File: src/rtl/mem_access_stage.sv
// mem_access_stage: RV64 memory-access stage between execute and write-back.
// Captures the execute result and control bits. Loads and stores go through a
// request/response data-memory port with byte strobes. Load data is aligned
// and sign/zero-extended, and upstream is stalled while an access is in flight.
// Ports:
//   i_clk, i_rst            clock, synchronous active-high reset
//   i_valid, i_alu_result,  execute-stage instruction, address or result,
//   i_rs2_data,             store data, instruction word and control bits
//   i_instruction, i_mem_*, i_reg_write
//   o_stall                 hold upstream (combinational)
//   o_dmem_*, i_dmem_*      data-memory request/response port
//   o_alu_result, o_mem_data, o_instruction, o_reg_write, o_mem_to_reg
//                           registered write-back bundle
//   o_fault                 one-cycle pulse for a misaligned or illegal access
module mem_access_stage (
   input  logic        i_clk,
   input  logic        i_rst,
   input  logic        i_valid,
   input  logic [63:0] i_alu_result,
   input  logic [63:0] i_rs2_data,
   input  logic [31:0] i_instruction,
   input  logic        i_mem_read,
   input  logic        i_mem_write,
   input  logic        i_reg_write,
   input  logic        i_mem_to_reg,
   output logic        o_stall,
   output logic        o_dmem_req,
   output logic        o_dmem_we,
   output logic [63:0] o_dmem_addr,
   output logic [63:0] o_dmem_wdata,
   output logic [7:0]  o_dmem_wstrb,
   input  logic        i_dmem_ready,
   input  logic        i_dmem_rvalid,
   input  logic [63:0] i_dmem_rdata,
   output logic [63:0] o_alu_result,
   output logic [63:0] o_mem_data,
   output logic [31:0] o_instruction,
   output logic        o_reg_write,
   output logic        o_mem_to_reg,
   output logic        o_fault
);

   typedef enum logic [1:0] {IDLE, REQ, WAIT} state_t;

   state_t      state_q;

   logic [63:0] hold_alu_q;
   logic [31:0] hold_instr_q;
   logic [2:0]  hold_f3_q;
   logic        hold_we_q;
   logic        hold_rw_q;
   logic        hold_m2r_q;

   logic        req_q;
   logic        we_q;
   logic [63:0] addr_q;
   logic [63:0] wdata_q;
   logic [7:0]  wstrb_q;
   logic [63:0] alu_q;
   logic [63:0] mdata_q;
   logic [31:0] instr_q;
   logic        rw_q;
   logic        m2r_q;
   logic        fault_q;

   logic [2:0]  f3_in;
   logic [2:0]  off;
   logic        mem_op;
   logic        illegal;
   logic        misal;
   logic        acc_ok;
   logic [7:0]  strb_base;
   logic [7:0]  wstrb_d;
   logic [63:0] wdata_d;
   logic [63:0] ld_sh;
   logic [63:0] ldata_d;

   assign f3_in   = i_instruction[14:12];
   assign off     = i_alu_result[2:0];
   assign mem_op  = i_mem_read | i_mem_write;
   // Unsigned sizes only exist for loads; 111 is never legal.
   assign illegal = (f3_in == 3'b111) | (i_mem_write & f3_in[2]);
   assign acc_ok  = ~illegal & ~misal;

   always_comb begin
      misal     = 1'b0;
      strb_base = 8'h01;
      case (f3_in[1:0])
         2'd0: begin
            misal     = 1'b0;
            strb_base = 8'h01;
         end
         2'd1: begin
            misal     = off[0];
            strb_base = 8'h03;
         end
         2'd2: begin
            misal     = |off[1:0];
            strb_base = 8'h0F;
         end
         default: begin
            misal     = |off;
            strb_base = 8'hFF;
         end
      endcase
   end

   assign wstrb_d = strb_base << off;
   assign wdata_d = i_rs2_data << {off, 3'b000};

   // Load lane selection uses the held address, not the live input.
   assign ld_sh = i_dmem_rdata >> {hold_alu_q[2:0], 3'b000};

   always_comb begin
      ldata_d = ld_sh;
      case (hold_f3_q)
         3'b000:  ldata_d = {{56{ld_sh[7]}},  ld_sh[7:0]};
         3'b001:  ldata_d = {{48{ld_sh[15]}}, ld_sh[15:0]};
         3'b010:  ldata_d = {{32{ld_sh[31]}}, ld_sh[31:0]};
         3'b100:  ldata_d = {56'd0, ld_sh[7:0]};
         3'b101:  ldata_d = {48'd0, ld_sh[15:0]};
         3'b110:  ldata_d = {32'd0, ld_sh[31:0]};
         default: ldata_d = ld_sh;
      endcase
   end

   // Stall also covers the capture cycle so upstream holds while we latch.
   assign o_stall = (state_q != IDLE) |
                    (i_valid & mem_op & acc_ok);

   always_ff @(posedge i_clk) begin
      if (i_rst) begin
         state_q      <= IDLE;
         hold_alu_q   <= '0;
         hold_instr_q <= '0;
         hold_f3_q    <= '0;
         hold_we_q    <= 1'b0;
         hold_rw_q    <= 1'b0;
         hold_m2r_q   <= 1'b0;
         req_q        <= 1'b0;
         we_q         <= 1'b0;
         addr_q       <= '0;
         wdata_q      <= '0;
         wstrb_q      <= '0;
         alu_q        <= '0;
         mdata_q      <= '0;
         instr_q      <= '0;
         rw_q         <= 1'b0;
         m2r_q        <= 1'b0;
         fault_q      <= 1'b0;
      end else begin
         rw_q    <= 1'b0;
         m2r_q   <= 1'b0;
         fault_q <= 1'b0;
         unique case (state_q)
            IDLE: begin
               if (i_valid && !mem_op) begin
                  alu_q   <= i_alu_result;
                  instr_q <= i_instruction;
                  rw_q    <= i_reg_write;
                  m2r_q   <= i_mem_to_reg;
               end else if (i_valid) begin
                  hold_alu_q   <= i_alu_result;
                  hold_instr_q <= i_instruction;
                  hold_f3_q    <= f3_in;
                  hold_we_q    <= i_mem_write;
                  hold_rw_q    <= i_reg_write;
                  hold_m2r_q   <= i_mem_to_reg;
                  if (acc_ok) begin
                     state_q <= REQ;
                     req_q   <= 1'b1;
                     we_q    <= i_mem_write;
                     addr_q  <= {i_alu_result[63:3], 3'b000};
                     wstrb_q <= i_mem_write ? wstrb_d : 8'h00;
                     if (i_mem_write)
                        wdata_q <= wdata_d;
                  end else begin
                     alu_q   <= i_alu_result;
                     instr_q <= i_instruction;
                     fault_q <= 1'b1;
                  end
               end
            end
            REQ: begin
               if (i_dmem_ready) begin
                  req_q   <= 1'b0;
                  we_q    <= 1'b0;
                  wstrb_q <= 8'h00;
                  if (hold_we_q) begin
                     state_q <= IDLE;
                     alu_q   <= hold_alu_q;
                     instr_q <= hold_instr_q;
                     rw_q    <= hold_rw_q;
                     m2r_q   <= hold_m2r_q;
                  end else begin
                     state_q <= WAIT;
                  end
               end
            end
            WAIT: begin
               if (i_dmem_rvalid) begin
                  state_q <= IDLE;
                  alu_q   <= hold_alu_q;
                  mdata_q <= ldata_d;
                  instr_q <= hold_instr_q;
                  rw_q    <= hold_rw_q;
                  m2r_q   <= hold_m2r_q;
               end
            end
            default: state_q <= IDLE;
         endcase
      end
   end

   assign o_dmem_req    = req_q;
   assign o_dmem_we     = we_q;
   assign o_dmem_addr   = addr_q;
   assign o_dmem_wdata  = wdata_q;
   assign o_dmem_wstrb  = wstrb_q;
   assign o_alu_result  = alu_q;
   assign o_mem_data    = mdata_q;
   assign o_instruction = instr_q;
   assign o_reg_write   = rw_q;
   assign o_mem_to_reg  = m2r_q;
   assign o_fault       = fault_q;

endmodule

File: config.mk
export PLATFORM = sky130hd
export DESIGN_NAME = mem_access_stage
export DESIGN_NICKNAME = d
export VERILOG_FILES = /design/src/rtl/mem_access_stage.sv
export SDC_FILE = /design/constraint.sdc
export NUM_CORES = 1
export LEC_CHECK = 0
export ABC_AREA = 1
export CORE_MARGIN = 2
export CORE_UTILIZATION = 40
export CTS_CLUSTER_SIZE = 30
export DETAILED_ROUTE_END_ITERATION = 6
export DONT_BUFFER_PORTS = 1
export GPL_TIMING_DRIVEN = 0
export PLACE_DENSITY_LB_ADDON = 0.3
export REMOVE_ABC_BUFFERS = 1
export SETUP_SLACK_MARGIN = 0.5
export SYNTH_ARGS = -nofsm -noshare
export SYNTH_HDL_FRONTEND = slang
export SYNTH_SLANG_ARGS = --single-unit
File: constraint.sdc
create_clock -name i_clk -period 2.46 [get_ports i_clk]
set_clock_uncertainty 0.1 [all_clocks]
set_input_delay 0.246 -clock i_clk [delete_from_list [all_inputs] [get_ports i_clk]]
set_output_delay 0.246 -clock i_clk [all_outputs]
set_load 0.02 [all_outputs]
==> impl_metrics.py <==
metrics = {
    "global_route": {
        "grt_max_degree": 212,
        "grt_pass1_wl_mm": 117,
        "overflow": 0,
        "first_global_vias": 19600,
        "grt_use_total_pct": 30.3,
        "antenna_found_initial": 5,
    },
    "hold_path": {
        "whs_path_depth": 1,
        "hold_class": "in2reg",
    },
    "yosys": {
        "synth_cell_types": 35,
        "netlist_instances": 2841,
        "synthesis.area_um2": 19000,
        "synthFlopType": "dfxtp_1",
        "synth_edf_count": 0,
        "synth-seq-cells": 399,
        "synth_warnings": 0,
        "syn_avg_cell_area_um2": 6.67,
        "ys_seq_area_share_pct": 42.1,
        "synthArstFlopShare_pct": 0,
    },
    "floorplan": {
        "dieArea_um2": 49200,
        "start_util_pct": 40.6,
        "core_um2": 46700,
        "die_x_um": 222,
        "die_h_um": 222,
        "num_io_pins": 535,
        "fp-row-count": 79,
    },
    "layout": {
        "final_cell_mix": "637 x nand2_1, 399 x a21oi_1, 394 x dfxtp_1, 302 x o21ai_0, 270 x nor2_1",
        "stdcell_area_um2": 25100,
        "final_common_cell": "nand2_1",
        "seq_area_um2": 8010,
        "nets": 3228,
        "fillers": 4317,
        "multi_input_area_um2": 10200,
        "area_growth_pct": 32.4,
        "final_layout_size_suffix_gt1_share_pct": 11.7,
    },
    "detailed_routing": {
        "routed_wl_mm": 82.8,
        "post_drt_wl_per_cell_um": 22.8,
        "first_iter_violations": 2211,
        "drcViolationCount": 22,
        "first_pass_iters": 7,
        "viasPerCell": 5.86,
        "routed-via-count": 21300,
        "antenna_left": 0,
    },
    "setup_path": {
        "end_kind": "flip-flop",
        "cp.arrival_ns": 2.35,
        "cp_max_fo": 74,
        "required_ns": 2.83,
        "startpoint_type": "flip-flop",
        "critPathKind": "reg2reg",
        "rr_worst_depth": 7,
    },
    "placement": {
        "place_hpwl_mm": 41.2,
        "gp_congestion": 0.876,
        "dpl-instance-area_um2": 19100,
        "numPortBuffers": 0,
    },
    "sta": {
        "hold_viol_final": 212,
        "hold-worst-slack_ns": -0.375,
        "drv_slew": 0,
        "fin_crit_sh_pct": 80.5,
        "max_freq_mhz": 505,
        "period_needed_ns": 1.98,
        "max_slew.worst_pin.slew_ns": 0.652,
        "setup_violations": 0,
        "slew-limit-headroom_pct": 56.5,
        "rsz0062_at_grt": "yes",
    },
    "cts": {
        "cts_buffer_depth": 3,
        "cts_buffers": 46,
        "tritoncts": "built",
        "cts-root-buf": "clkbuf_16",
        "clk_latency_ns": 0.59,
        "cts_sinks": 399,
        "clk_pin_slew_ns": 0.06,
        "htreeDepth": 2,
        "holdBufCountCts": 196,
    },
    "power_and_ir_drop": {
        "power_frac_seq_pct": 35.4,
        "finalPower_mw": 30.2,
        "vdd_ir_drop_max_v": 0.000672,
        "power_frac_comb_pct": 40.1,
        "p_leak_nw": 9.86,
        "intPower_mw": 16.9,
        "pwr_density_cell_nw_per_um2": 1200,
        "switchingPower_mw": 13.3,
        "switching_share_pct": 44.0,
        "p_clk_share_pct": 24.4,
    },
    "flow_run": {
        "max-cap-violations": 0,
    },
    "run_status": {
        "violations": "design-rule violations, negative hold slack",
        "status": "finished with violations",
    },
}
==> layout make-up <==
class / instances / area share, %
diodes: 3 / 0.0299
clock buffers: 64 / 5.41
clock inverters: 19 / 1.04
inverters: 165 / 2.94
multi-input cells: 2074 / 40.6
flip-flops and latches: 399 / 31.9
well taps: 607 / 3.03
repair buffers: 302 / 14.9
repair inverters: 2 / 0.150
==> kinds of logic after synthesis <==
logic type / Yosys count / share of synthesized area, %
compound gates: 762 / 20.3
simple gates: 1275 / 28.2
mux: 2 / 0.106
fa+ha+maj: 5 / 0.330
buf+inv: 397 / 8.91
flops: 399 / 42.1
other cells: 1 / 0.0198
==> power by group through the flow <==
stage               logic [mW]  registers (mW)  clock network (mW)
floorplan                 4.66            9.79                   0
global placement          5.71            10.1                   0
detailed placement        7.23            10.8                   0
CTS                       10.4            10.6                7.42
global route              13.0            10.8                7.71
finish                    12.1            10.7                7.38
==> synthesized netlist by cell type (all sizes together) (12+ instances only) <==
library cell / instances / share of area (%)
nand2: 678 / 14
a21oi: 427 / 11
dfxtp: 399 / 42
o21ai: 318 / 8.4
nor2: 276 / 5.6
nand3: 275 / 7.4
inv: 160 / 3.2
clkbuf: 121 / 2.4
buf: 111 / 3.3
or2: 23 / 0.76
nand4: 14 / 0.46
o211ai: 12 / 0.48
==> repair_timing <==
action | CTS | global route
setup buffers | 43 | 25
endpoints found under the hold margin | 377 | 212
gates resized for setup | 75 | 122
cloned | 29 | 21
setup endpoints to repair | 349 | 322
pin swaps | 14 | 41
==> final timing paths <==
check                                   start                           end  slack (ns)
setup reg to reg      state_q[0]$_SDFFE_PP0P_  hold_instr_q[5]$_SDFFE_PP0P_        0.48
hold / removal                          i_rst  o_dmem_addr[43]$_SDFFE_PP0P_       -0.38
hold reg to reg   hold_alu_q[30]$_SDFFE_PP0P_   hold_alu_q[30]$_SDFFE_PP0P_        0.35
setup / recovery      state_q[0]$_SDFFE_PP0P_  hold_instr_q[5]$_SDFFE_PP0P_        0.48
==> routing by layer <==
| layer | GRT usage (%) | up-vias | wire length [um] |
|---|---|---|---|
| li1 | - | 9711 | - |
| met1 | 37.6 | 10100 | 32200 |
| met2 | 49.8 | 1231 | 38000 |
| met3 | 7.79 | 265 | 8680 |
| met4 | 12.8 | 0 | 3910 |
| met5 | 0 | - | 0 |
==> critical path: stages, from the launching register on <==
cell	delay, ns
dfxtp_4	0.39
inv_6	0.05
ha_4	0.18
buf_6	0.13
nand3_4	0.11
buf_16	0.27
bufbuf_16	0.45
a21oi_1	0.11
==> per-stage QoR <==
step	TNS, ns	hold slack (ns)	utilization (%)	std cells	worst slack, ns
2_1_floorplan	-659.88	0.215	-	2611	-3.19
3_3_place_gp	-1679.62	0.232	40.0	3218	-6.21
3_5_place_dp	-278.00	0.232	40.9	3235	-1.71
4_1_cts	0	-0.401	51.5	3586	0.497
5_1_grt	0	-0.401	53.8	3635	0.437
6_report	0	-0.375	53.8	3635	0.480
No activity file was read; power rests on OpenSTA's default activity.
